<file path="src/rtl/pirdsp_div_pkg.sv">
// Shared types, widths and helpers for the PIRDSP sequential divider.
// Holds the FSM state type, the fixed latency and the sign-magnitude helper.
package pirdsp_div_pkg;

  localparam int DIVIDEND_WIDTH = 16;
  localparam int DIVISOR_WIDTH  = 8;
  localparam int REM_WIDTH      = DIVISOR_WIDTH + 1;
  localparam int DIV_LATENCY    = 18;

  typedef enum logic [1:0] {
    IDLE,
    PREP,
    ITER,
    FIXUP
  } div_state_e;

  // Magnitude of a value that is negative only when neg is set; v arrives
  // already sign- or zero-extended to the dividend width.
  function automatic logic [DIVIDEND_WIDTH:0] sign_mag(
    input logic [DIVIDEND_WIDTH-1:0] v,
    input logic                      neg
  );
    if (neg) return (DIVIDEND_WIDTH+1)'(0) - {v[DIVIDEND_WIDTH-1], v};
    return {1'b0, v};
  endfunction

endpackage

</file>
<file path="src/rtl/div_restoring_step.sv">
// One restoring-division step: shift in the next dividend bit, trial-subtract
// the divisor magnitude, and keep either the difference or the shifted value.
module div_restoring_step
  import pirdsp_div_pkg::*;
(
  input  logic [REM_WIDTH-1:0] rem,
  input  logic                 bit_in,
  input  logic [REM_WIDTH-1:0] divisor,
  output logic [REM_WIDTH-1:0] rem_next,
  output logic                 q_bit
);

  logic [REM_WIDTH:0]   shifted;
  logic [REM_WIDTH+1:0] diff;
  logic                 unused_msbs;

  assign shifted = {rem, bit_in};
  assign diff    = {1'b0, shifted} - {2'b00, divisor};
  assign q_bit   = ~diff[REM_WIDTH+1];

  // A kept remainder is always below the divisor, so the top bit is zero.
  assign rem_next    = q_bit ? diff[REM_WIDTH-1:0] : shifted[REM_WIDTH-1:0];
  assign unused_msbs = ^{diff[REM_WIDTH], shifted[REM_WIDTH]};

endmodule

</file>
<file path="src/rtl/seq_divider_16by8_signed.sv">
// 16-by-8 iterative restoring divider with per-operand sign modes, fixed
// 18-cycle latency, start/done handshake, overflow and divide-by-zero flags.
module seq_divider_16by8_signed
  import pirdsp_div_pkg::*;
(
  input  logic                      clk,
  input  logic                      reset,
  input  logic                      start,
  input  logic [DIVIDEND_WIDTH-1:0] A,
  input  logic [DIVISOR_WIDTH-1:0]  B,
  input  logic                      A_sign,
  input  logic                      B_sign,
  output logic                      busy,
  output logic                      done,
  output logic [DIVIDEND_WIDTH-1:0] Q,
  output logic [REM_WIDTH-1:0]      R,
  output logic                      ovf,
  output logic                      dbz
);

  div_state_e state, next_state;
  logic load_op, prep_en, iter_en, fixup_en;

  logic [DIVIDEND_WIDTH-1:0] a_reg, dvd;
  logic [DIVISOR_WIDTH-1:0]  b_reg;
  logic                      a_sgn, b_sgn, neg_a, neg_b;
  logic [REM_WIDTH-1:0]      rem, b_mag, rem_next;
  logic                      q_bit;
  logic [3:0]                cnt;
  logic [DIVIDEND_WIDTH:0]   a_full, b_full;
  logic                      unused_mag_bits;

  logic                      q_neg, signed_q, ovf_fix, b_zero;
  logic [DIVIDEND_WIDTH-1:0] q_fix;
  logic [REM_WIDTH-1:0]      r_fix;

  // NOTE: sequential state uses non-blocking assignments so every register
  // samples pre-edge values regardless of process ordering.
  always_ff @(posedge clk) begin
    if (reset) state <= IDLE;
    else       state <= next_state;
  end

  // NOTE: next_state defaults to state first so no path infers a latch.
  always_comb begin
    next_state = state;
    case (state)
      IDLE:    if (start) next_state = PREP;
      PREP:    next_state = ITER;
      ITER:    if (cnt == 4'd15) next_state = FIXUP;
      FIXUP:   next_state = IDLE;
      default: next_state = IDLE;
    endcase
  end

  always_comb begin
    busy     = (state != IDLE);
    load_op  = (state == IDLE) && start;
    prep_en  = (state == PREP);
    iter_en  = (state == ITER);
    fixup_en = (state == FIXUP);
  end

  assign a_full = sign_mag(a_reg, a_sgn & a_reg[DIVIDEND_WIDTH-1]);
  assign b_full = sign_mag({{8{b_sgn & b_reg[7]}}, b_reg}, b_sgn & b_reg[7]);
  assign unused_mag_bits = ^{a_full[DIVIDEND_WIDTH], b_full[DIVIDEND_WIDTH:REM_WIDTH]};

  div_restoring_step u_step (
    .rem      (rem),
    .bit_in   (dvd[DIVIDEND_WIDTH-1]),
    .divisor  (b_mag),
    .rem_next (rem_next),
    .q_bit    (q_bit)
  );

  // dvd holds the unconsumed |A| bits on top and collects quotient bits below.
  assign q_neg    = neg_a ^ neg_b;
  assign signed_q = a_sgn | b_sgn;
  assign b_zero   = (b_mag == '0);
  assign q_fix    = b_zero ? '1 : (q_neg ? -dvd : dvd);
  assign r_fix    = b_zero ? '0 : (neg_a ? -rem : rem);
  assign ovf_fix  = !b_zero && (q_neg ? (dvd > 16'd32768) : (signed_q && dvd[DIVIDEND_WIDTH-1]));

  // NOTE: working registers need no reset; the FSM never reads them before
  // they are written by load/prep, so only state and outputs are reset.
  always_ff @(posedge clk) begin
    if (load_op) begin
      a_reg <= A;
      b_reg <= B;
      a_sgn <= A_sign;
      b_sgn <= B_sign;
    end
    if (prep_en) begin
      neg_a <= a_sgn & a_reg[DIVIDEND_WIDTH-1];
      neg_b <= b_sgn & b_reg[DIVISOR_WIDTH-1];
      dvd   <= a_full[DIVIDEND_WIDTH-1:0];
      b_mag <= b_full[REM_WIDTH-1:0];
      rem   <= '0;
      cnt   <= '0;
    end
    if (iter_en) begin
      rem <= rem_next;
      dvd <= {dvd[DIVIDEND_WIDTH-2:0], q_bit};
      cnt <= cnt + 4'd1;
    end
  end

  always_ff @(posedge clk) begin
    if (reset) begin
      done <= 1'b0;
      Q    <= '0;
      R    <= '0;
      ovf  <= 1'b0;
      dbz  <= 1'b0;
    end else begin
      done <= fixup_en;
      if (fixup_en) begin
        Q   <= q_fix;
        R   <= r_fix;
        ovf <= ovf_fix;
        dbz <= b_zero;
      end
    end
  end

endmodule
</file>
<file path="config.mk">
export PLATFORM = sky130hd
export DESIGN_NAME = seq_divider_16by8_signed
export DESIGN_NICKNAME = d
export VERILOG_FILES = /design/src/rtl/pirdsp_div_pkg.sv /design/src/rtl/div_restoring_step.sv /design/src/rtl/seq_divider_16by8_signed.sv
export SDC_FILE = /design/constraint.sdc
export NUM_CORES = 1
export LEC_CHECK = 0
export BUFFER_PORTS_ARGS = -buffer_cell sky130_fd_sc_hd__buf_2
export CORE_MARGIN = 2
export CORE_UTILIZATION = 60
export CTS_CLUSTER_DIAMETER = 40
export CTS_CLUSTER_SIZE = 30
export DETAILED_ROUTE_END_ITERATION = 6
export PLACE_DENSITY = 0.82
export SLEW_MARGIN = 20
export SYNTH_ARGS = -nofsm -noshare
export SYNTH_HDL_FRONTEND = slang
export SYNTH_SLANG_ARGS = --single-unit
</file>
<file path="constraint.sdc">
create_clock -name clk -period 6.86 [get_ports clk]
set_input_delay 0 -clock clk [delete_from_list [all_inputs] [get_ports clk]]
set_output_delay 0 -clock clk [all_outputs]
set_load 0.1 [all_outputs]
</file>
==> reports/metrics.yaml <==
run_status: "finished clean"
synth.ff_latch_count: 96
clock-skew-final_ns: 0.0120
netlist-cell-type-count: 45
gr-usage-all-layers_pct: 23.2
crit_type: "flop to flop"
fp-row-count: 32
grt_pass1_wl_mm: 15.8
floorplan.die.width_um: 93.4
grt_antenna_before_repair: 0
chipHeight_um: 93.4
regArea_um2: 2580
floorplan.io_pins: 58
weighted_congestion_reported_at_the_end_of_routability_driven_placement: 0.863
worstRegToRegCells: 9
postRouteAntennaNets: 0
multi_input_area_um2: 2050
cp_common_cell: "inv_1"
synthesis.area_um2: 4800
drt_drc_violations_left: 0
final_period_demand_of_the_worst_path_ns: 2.54
cts_tree: "built"
critical_path_buf_inv_count: 2
hold_path_class: "input pin to flop"
design.die.area_um2: 8730
tns_ns: 0
critPathMaxStageDelay_ns: 0.51
worst_slew_margin_rel_pct: 28.7
final-hold-violation-count: 0
h-tree-depth: 3
worst_setup_path_startpoint: "dvd[15]"
cts_sinks: 96
worstPathMaxFanout: 14
fmax_mhz: 394
post_drt_wl_per_cell_um: 15.2
clk-insertion-delay-late_ns: 0.37
timing.critical_path.from_type: "flop"
setup_viol: 0
synthesis.instances: 457
vias: 3625
grt_start_max_net_pins: 36
r2r-start: "dvd[15]"
drt_wl_total_mm: 9.74
cp_data_arrival_time_ns: 2.66
post-route-cell-area_um2: 5650
clock_tree.root_cell: "clkbuf_8"
route.detailed.vias_per_inst: 5.65
critPathTopFamily: "simple AND/OR/NAND/NOR gates"
max-vdd-ir-drop_uv: 379
core_outline_area_um2: 7730
cts_max_path_buffers: 2
placement.io_buffers: 57
critical_path_cell_count: 9
cts_resized: 0
cap_violations: 0
hpwlAfterDp_mm: 6.70
rsz0062_at_grt: "no"
via_count_of_the_first_global_routing_pass: 3443
grt_ovf: 0
tritoncts.num_buffers: 9
drv_slew: 0
postSynth.asyncResetShare_pct: 0
drt_pre_antenna_iters: 5
post_synth.cell_area_avg_um2: 10.5
period_share_pct: 37.0
min_from: "start"
setup.worst_path.end_class: "flop"
mostFrequentLayoutCell: "edfxtp_1"
yosys_most_used_dff: "edfxtp_1"
power_density_nw_per_um2: 497
worstPathRequired_ns: 6.99
clk_pin_slew_ns: 0.09
insertedDiodeCount: 0
cp_cell_sequence: "inv_1 > ha_1 > inv_1 > fa_1 > nand3_1 > a211o_1 > and3_1 > nor2_1 > a31o_2"
leakage_component_of_the_power_nw: 2.20
final_nets: 584
layout-drive-gt1-share_pct: 15.2
tightest_slew_ns: 1.07
areaGrowthSynthToFinish_pct: 17.8
nets_in_the_synthesized_netlist: 506
synth_enable_flop_cells: 66
post_dp_cell_area_um2: 5160
worst_path_max_delay_cell: "and3_1"
initial_utilization_pct: 62.1
seq_area_frac_synth_pct: 53.8
n_fill_cell: 525
drt_first_iter_violations: 210
ys_warn_count: 0
layout.cells.most_common_list: "edfxtp_1, buf_2, nor2_1"
worstHoldPathCells: 4
metal layers:
metal | global-route usage (%) | routed length (um) | up-vias
li1 | - | - | 1797
met1 | 30.2 | 4390 | 1706
met2 | 39.0 | 4740 | 104
met3 | 3.79 | 439 | 18
met4 | 9.07 | 180 | 0
met5 | 0 | 0 | -
final timing paths:
path,to,slack [ns]
worst max-delay path,rem[7],4.32
worst min-delay path,state[0],0.04
worst max register to register,rem[7],4.32
worst min register to register,dbz,0.49
Yosys cell counts (all sizes together), types with 9 or more instances:
cell	instances	area (um^2)
o21ai	27	135
a21oi	21	105
xor2	18	158
dfxtp	30	601
nand2	32	120
xnor2	26	228
edfxtp	66	1980
a22oi	9	67.6
ha	19	238
clkbuf	16	60.1
inv	33	124
a211oi	17	133
nor3	12	60.1
nor2	55	206
layout make-up:
class	instances	area share, %
clock buffer	9	2.19
clock inverter	7	1.64
inverter	33	2.19
multi-input combinational	311	36.2
sequential	96	45.7
tap	102	2.26
timing repair buffer	84	9.79
tightest hold or removal path, stage by stage:
cell	delay, ns
buf_2	0.09
nor2b_1	0.07
nor3_1	0.14
nor3_1	0.06
report_power, final:
group          internal, mW  switching, mW
logic                 0.438          0.861
registers             0.906          0.199
clock network         0.206          0.202
stage by stage:
| stage | hold slack [ns] | cells | utilization (%) | setup WS (ns) | power [mW] |
|---|---|---|---|---|---|
| 3_3_place_gp | 0.176 | 600 | 66.8 | 4.32 | 2.33 |
| 6_report | 0.0406 | 642 | 73.1 | 4.32 | 2.81 |
| 2_1_floorplan | 0.0989 | 457 | - | 4.58 | 2.10 |
| 3_5_place_dp | 0.178 | 600 | 66.8 | 4.24 | 2.38 |
| 5_1_grt | 0.0750 | 642 | 73.1 | 4.20 | 2.99 |
| 4_1_cts | 0.0249 | 642 | 73.0 | 4.15 | 2.80 |
kinds of logic after synthesis:
| kind of cell | count (synthesis) | share of synthesized area, % |
|---|---|---|
| other | 1 | 0.0782 |
| AO/OA/AOI/OAI | 105 | 14.7 |
| adder cells (fa/ha/maj) | 20 | 5.37 |
| multiplexers | 4 | 0.835 |
| XOR/XNOR | 44 | 8.03 |
| flip-flops | 96 | 53.8 |
| AND/OR/NAND/NOR | 137 | 13.3 |
| buffers and inverters | 50 | 3.91 |
timing repair:
| action | 4_1_cts | 5_1_grt |
|---|---|---|
| hold endpoints to repair | 26 | 0 |
| hold buffers | 26 | 0 |
| setup endpoints to repair | 0 | 0 |
| buffers inserted | 0 | 0 |
Power figures use the tool's default switching activity.
